<file path="src/rtl/muldiv_unit.sv">
// -----------------------------------------------------------------------------
// muldiv_unit
//   Iterative RV32M multiply/divide unit for the execute stage. One operation is
//   accepted through a valid/ready handshake, computed one bit per cycle
//   (radix-2 shift-add multiply or restoring divide), sign-corrected in a single
//   ADJUST cycle and then held in DONE until the consumer takes it.
//   Divide-by-zero and signed DIV/REM overflow bypass the iteration and go
//   straight to DONE. A synchronous flush aborts whatever is in flight.
//
// Ports
//   clk, rst_n      clock (rising edge), asynchronous active-low reset
//   in_valid/ready  request handshake; in_ready is high only in IDLE
//   op, a, b        operation code and rs1/rs2 operands
//   flush           synchronous abort, wins over any handshake
//   out_valid/ready result handshake; out_valid is high only in DONE
//   result          registered result, stable while out_valid is high
//   busy            unit is not IDLE
// -----------------------------------------------------------------------------
module muldiv_unit #(
  parameter int WIDTH = 32
) (
  input  logic             clk,
  input  logic             rst_n,
  input  logic             in_valid,
  output logic             in_ready,
  input  logic [2:0]       op,
  input  logic [WIDTH-1:0] a,
  input  logic [WIDTH-1:0] b,
  input  logic             flush,
  output logic             out_valid,
  input  logic             out_ready,
  output logic [WIDTH-1:0] result,
  output logic             busy
);

  localparam int CW = $clog2(WIDTH + 1);
  localparam logic [WIDTH-1:0] MOST_NEG = {1'b1, {(WIDTH-1){1'b0}}};

  typedef enum logic [2:0] {
    OP_MUL    = 3'b000,
    OP_MULH   = 3'b001,
    OP_MULHSU = 3'b010,
    OP_MULHU  = 3'b011,
    OP_DIV    = 3'b100,
    OP_DIVU   = 3'b101,
    OP_REM    = 3'b110,
    OP_REMU   = 3'b111
  } op_e;

  typedef enum logic [1:0] {
    S_IDLE,
    S_CALC,
    S_ADJUST,
    S_DONE
  } state_e;

  state_e             state_q;
  op_e                op_q;
  logic [CW-1:0]      cnt_q;
  logic [WIDTH-1:0]   opnd_q;      // |b|: multiplicand or divisor
  logic [2*WIDTH-1:0] prod_q;      // mul: {acc, multiplier}; div: {rem, quotient}
  logic               neg_q;       // product / quotient must be negated
  logic               rem_neg_q;   // remainder takes the dividend's sign
  logic [WIDTH-1:0]   result_q;

  // ---------------------------------------------------------------------------
  // Operand conditioning at accept time
  // ---------------------------------------------------------------------------
  logic             a_signed, b_signed, a_neg, b_neg;
  logic [WIDTH-1:0] a_mag, b_mag;
  logic             div_zero, div_ovf, fast_path;
  logic [WIDTH-1:0] fast_result;
  logic [CW-1:0]    cnt_d;

  always_comb begin
    // NOTE: every signal assigned in a combinational block gets a default
    // first, so no path can leave it unassigned and infer a latch.
    a_signed    = 1'b0;
    b_signed    = 1'b0;
    fast_result = '0;
    unique case (op_e'(op))
      OP_MULH:        begin a_signed = 1'b1; b_signed = 1'b1; end
      OP_MULHSU:      a_signed = 1'b1;
      OP_DIV, OP_REM: begin a_signed = 1'b1; b_signed = 1'b1; end
      default:        ;
    endcase

    a_neg = a_signed & a[WIDTH-1];
    b_neg = b_signed & b[WIDTH-1];
    // Negating the most-negative value yields itself, which read unsigned is
    // exactly its magnitude.
    a_mag = a_neg ? -a : a;
    b_mag = b_neg ? -b : b;

    // op[2] selects the divide group, op[0]=0 the signed variants, op[1] REM.
    div_zero  = op[2] & (b == '0);
    div_ovf   = op[2] & ~op[0] & (a == MOST_NEG) & (&b);
    fast_path = div_zero | div_ovf;
    if (div_zero)
      fast_result = op[1] ? a : '1;
    else if (div_ovf)
      fast_result = op[1] ? '0 : a;

    cnt_d = cnt_q - CW'(1);
  end

  // ---------------------------------------------------------------------------
  // One iteration step (multiply or restoring divide)
  // ---------------------------------------------------------------------------
  logic [WIDTH:0]     mul_sum;
  logic [WIDTH:0]     div_shift, div_diff;
  logic [2*WIDTH-1:0] prod_d;

  always_comb begin
    // Shift-add: add the multiplicand into the high half when the current
    // multiplier LSB is set, then shift the whole register right by one.
    mul_sum = {1'b0, prod_q[2*WIDTH-1:WIDTH]} + (prod_q[0] ? {1'b0, opnd_q} : '0);

    // Restoring divide: bring the next dividend bit into the partial
    // remainder and try to subtract the divisor; bit WIDTH of the difference
    // is set exactly when the trial subtraction went negative.
    div_shift = {prod_q[2*WIDTH-1:WIDTH], prod_q[WIDTH-1]};
    div_diff  = div_shift - {1'b0, opnd_q};

    if (op_q[2]) begin
      if (!div_diff[WIDTH])
        prod_d = {div_diff[WIDTH-1:0], prod_q[WIDTH-2:0], 1'b1};
      else
        prod_d = {div_shift[WIDTH-1:0], prod_q[WIDTH-2:0], 1'b0};
    end else begin
      prod_d = {mul_sum, prod_q[WIDTH-1:1]};
    end
  end

  // ---------------------------------------------------------------------------
  // Sign correction and result selection (ADJUST)
  // ---------------------------------------------------------------------------
  logic [2*WIDTH-1:0] prod_fix;
  logic [WIDTH-1:0]   quot_fix, rem_fix, adj_result;

  always_comb begin
    prod_fix = neg_q ? -prod_q : prod_q;
    quot_fix = neg_q ? -prod_q[WIDTH-1:0] : prod_q[WIDTH-1:0];
    rem_fix  = rem_neg_q ? -prod_q[2*WIDTH-1:WIDTH] : prod_q[2*WIDTH-1:WIDTH];
    unique case (op_q)
      OP_MUL:                       adj_result = prod_fix[WIDTH-1:0];
      OP_MULH, OP_MULHSU, OP_MULHU: adj_result = prod_fix[2*WIDTH-1:WIDTH];
      OP_DIV, OP_DIVU:              adj_result = quot_fix;
      default:                      adj_result = rem_fix;
    endcase
  end

  // ---------------------------------------------------------------------------
  // FSM and datapath registers
  // ---------------------------------------------------------------------------
  // NOTE: sequential state uses non-blocking assignments only, so every
  // register samples the pre-edge values regardless of statement order.
  always_ff @(posedge clk or negedge rst_n) begin
    if (!rst_n) begin
      // NOTE: the datapath registers are reset too; they are few and plain
      // flops, so a defined value after reset costs nothing.
      state_q   <= S_IDLE;
      op_q      <= OP_MUL;
      cnt_q     <= '0;
      opnd_q    <= '0;
      prod_q    <= '0;
      neg_q     <= 1'b0;
      rem_neg_q <= 1'b0;
      result_q  <= '0;
    end else if (flush) begin
      // Flush beats both handshakes: nothing is accepted, any result dropped.
      state_q  <= S_IDLE;
      cnt_q    <= '0;
      result_q <= '0;
    end else begin
      unique case (state_q)
        S_IDLE: begin
          if (in_valid) begin
            op_q <= op_e'(op);
            if (fast_path) begin
              result_q <= fast_result;
              state_q  <= S_DONE;
            end else begin
              opnd_q    <= b_mag;
              prod_q    <= {{WIDTH{1'b0}}, a_mag};
              neg_q     <= a_neg ^ b_neg;
              rem_neg_q <= a_neg;
              cnt_q     <= CW'(WIDTH);
              state_q   <= S_CALC;
            end
          end
        end
        S_CALC: begin
          prod_q <= prod_d;
          cnt_q  <= cnt_d;
          if (cnt_d == '0)
            state_q <= S_ADJUST;
        end
        S_ADJUST: begin
          result_q <= adj_result;
          state_q  <= S_DONE;
        end
        S_DONE: begin
          if (out_ready)
            state_q <= S_IDLE;
        end
        default: state_q <= S_IDLE;
      endcase
    end
  end

  // Handshake outputs are decoded from the state register alone.
  assign in_ready  = (state_q == S_IDLE);
  assign busy      = (state_q != S_IDLE);
  assign out_valid = (state_q == S_DONE);
  assign result    = result_q;

endmodule

</file>
<file path="config.mk">
export PLATFORM = sky130hd
export DESIGN_NAME = muldiv_unit
export DESIGN_NICKNAME = d
export VERILOG_FILES = /design/src/rtl/muldiv_unit.sv
export SDC_FILE = /design/constraint.sdc
export NUM_CORES = 1
export LEC_CHECK = 0
export ABC_AREA = 1
export BUFFER_PORTS_ARGS = -buffer_cell sky130_fd_sc_hd__buf_2
export CORE_ASPECT_RATIO = 2
export CORE_MARGIN = 10
export CORE_UTILIZATION = 28
export DETAILED_ROUTE_END_ITERATION = 7
export PLACE_DENSITY_LB_ADDON = 0.05
export SLEW_MARGIN = 20
export SYNTH_ARGS = -nofsm -noshare
export SYNTH_HDL_FRONTEND = slang
export SYNTH_SLANG_ARGS = --single-unit
</file>
<file path="constraint.sdc">
create_clock -name clk -period 3.9 [get_ports clk]
set_input_delay 0.585 -clock clk [delete_from_list [all_inputs] [get_ports clk]]
set_output_delay 0.585 -clock clk [all_outputs]
set_load 0.005 [all_outputs]
</file>
==> results.ini <==
[status]
outcome=complete, no violations

[placed_design]
placed_cells=3981
place_hpwl_um=82600
port-buffer-count=106
gp_congestion=1.04

[timing]
fin_skew_ps=15.3
max_slew_margin_pct=29.8
worst_pin_slew_ps=1050
min_period_ps=3680
finalCritPeriodShare_pct=94.3
slew_violations=0
max_freq_ghz=0.272
rsz0062_at_grt=false
hold_violations=0
tns_ps=0
finalSetupViolations=0

[clocking]
path_clk_slew_ps=70
cts_sinks=141
cts_setup_buffers=0
cts-root-buf=clkbuf_16
numCtsBuffers=17
worstSkewPairLatency_ps=500
htreeDepth=4
clock_path_buffers=2
cts_resized=0
holdBufCountCts=0
cts_tree=done

[finish]
area_growth_pct=13.0
seq_area_um2=3530
layoutNonFillerInstCount=4012
multi_input_area_um2=11800
final_nets=3363
fill_cells=7151
layout-drive-gt1-share_pct=8.59
diodes=0

[logic_synthesis]
synth_ff_type=dfrtp_1
synth_edf_count=0
avgSynthCellArea_um2=5.59
synth_fp_nets=3258
ys_ff_latch=141
yosys.cell_types.count=47
synthArstFlopShare_pct=100
synthCells=3109
synth_area_um2=17400
ys_warn_count=0
ys_seq_area_share_pct=20.3

[power]
ir_drop_mv=0.518
power_mw=18.8
p_per_area_nw_per_um2=955
leakage_nw=10.1

[floorplan]
dieHeight_um=372
fp.dieW_um=196
rows=129
coreArea_um2=61700
fp.dieArea_um2=73100
io_pins=107
initial_core_util_pct=28.2

[grt]
grt_max_degree=109
grt_pass1_vias=21300
grt_overflow=0
grt_first_pass_wirelength_um=143000
grt_usage_pct=27.1
antenna_found_initial=1

[routing]
first_pass_iters=7
drtIter0Drc=1293
drcViolationCount=0
wire_per_inst_um=25.0
vias_per_cell=5.23
detail-route-antenna-nets=0
wl_um=100000
num_vias=21000

[critical_path]
crit_fanout=15
required_ps=4220
startpoint_type=flip-flop
crit_path_end_kind=flip-flop
crit_type=reg2reg
crit_arrival_ps=3990

[run]
maxCapViolations=0

[worst_hold_path]
hold_class=in2async

-- kinds of logic after synthesis --
logic type / after synthesis / share of synthesized area [%]
buffers and inverters: 502 / 11.7
adder cells (fa/ha/maj): 77 / 5.63
AND/OR/NAND/NOR: 1811 / 43.3
AO/OA/AOI/OAI: 503 / 15.3
XOR/XNOR: 75 / 3.78
flip-flops: 141 / 20.3
-- report_power, final --
part           internal, mW  total (mW)  switching, mW  leakage, nW
logic                  3.95        14.1           10.2         7.94
clock network         0.967        1.84          0.870        0.298
registers              2.00        2.80          0.798         1.84
total                  6.91        18.8           11.9         10.1
-- through the flow --
| stage | area [um2] | hold WS, ps | setup slack, ps | utilization, % |
|---|---|---|---|---|
| 6_report | 19700 | 152 | 222 | 31.9 |
| 5_1_grt | 19700 | 188 | 51.9 | 31.9 |
| 4_1_cts | 19700 | 147 | 255 | 31.9 |
| 3_5_place_dp | 19100 | 463 | 84.5 | 30.9 |
| 3_3_place_gp | 19100 | 460 | 90.9 | 30.9 |
| 2_1_floorplan | 17400 | 289 | 1590 | - |
-- cell type report --
cell class	count	area share, %
clock buffers	17	2.16
clock inverters	14	0.885
inverters	402	7.68
multi-input cells	2466	60.3
flip-flops and latches	141	18.0
well taps	786	5.00
repair buffers	186	6.04
-- cell usage after synthesis (all sizes together) (12+ instances only) --
library cell	n	area, um2
nand2	1043	3940
inv	398	1490
nor2	359	1400
nand3	280	1430
o21ai	280	1410
a21oi	181	951
dfrtp	141	3530
ha	75	938
nor3	56	285
buf	50	334
clkbuf	50	188
xor2	45	394
nand4	44	290
xnor2	30	263
nand3b	12	90.1
-- cells in the final DEF (no fill, tap or decap), types with 7 or more instances in the layout --
master | netlist | routed
nor3_1 | 55 | 55
nand4_1 | 43 | 43
and2_1 | 7 | 7
ha_1 | 75 | 75
o21ai_0 | 246 | 246
buf_4 | 1 | 76
o21ai_1 | 33 | 33
nor2_2 | 13 | 13
a21oi_2 | 12 | 13
buf_2 | 24 | 105
nand2_1 | 1037 | 1037
o211ai_1 | 11 | 11
dfrtp_1 | 141 | 139
nor2_1 | 344 | 344
o21bai_1 | 11 | 11
xnor2_1 | 30 | 30
nand3_1 | 276 | 276
xor2_1 | 45 | 45
inv_1 | 387 | 387
inv_2 | 11 | 11
nand3b_1 | 12 | 12
clkbuf_16 | 0 | 17
a21oi_1 | 169 | 168
-- final timing paths --
path                         endpoint       start  depth (start not counted)  slack (ps)
min reg2reg                result[29]  result[29]                          2         480
min in group clk            opnd_q[0]        b[0]                          3         400
max                         prod_q[0]  prod_q[31]                         17         220
min                         prod_q[4]       rst_n                          1         150
max reg2reg                 prod_q[0]  prod_q[31]                         17         220
max in group asynchronous  result[18]       rst_n                          2        2970
-- flip-flops by register name, summed over array words and instances (netlist names) --
name / flops
state_q: 2
prod_q: 64
neg_q: 1
rem_neg_q: 1
cnt_q: 6
result: 32
opnd_q: 32
op_q: 3
-- critical path: stages, from the launching register on --
cell and delay (ps):
dfrtp_1 500, inv_1 210, ha_1 280, fa_1 420, inv_1 160, nand2_1 70, nand2_1 80, nand3_1 130
nand2_1 160, nand2_1 60, nand2_1 100, nand2_1 100, nand2_1 80, nand2_1 70, nand2_2 70, buf_4 290
o21ai_1 90, a21oi_1 620
-- layer usage --
metal	part of all wire, %	global-route usage (%)	vias up
met5	0.013	0	-
met4	11	26.3	2
met3	3.6	3.21	257
met2	54	52.3	702
met1	31	23.1	9852
li1	-	-	10200
(Power assumes the default switching activity.)
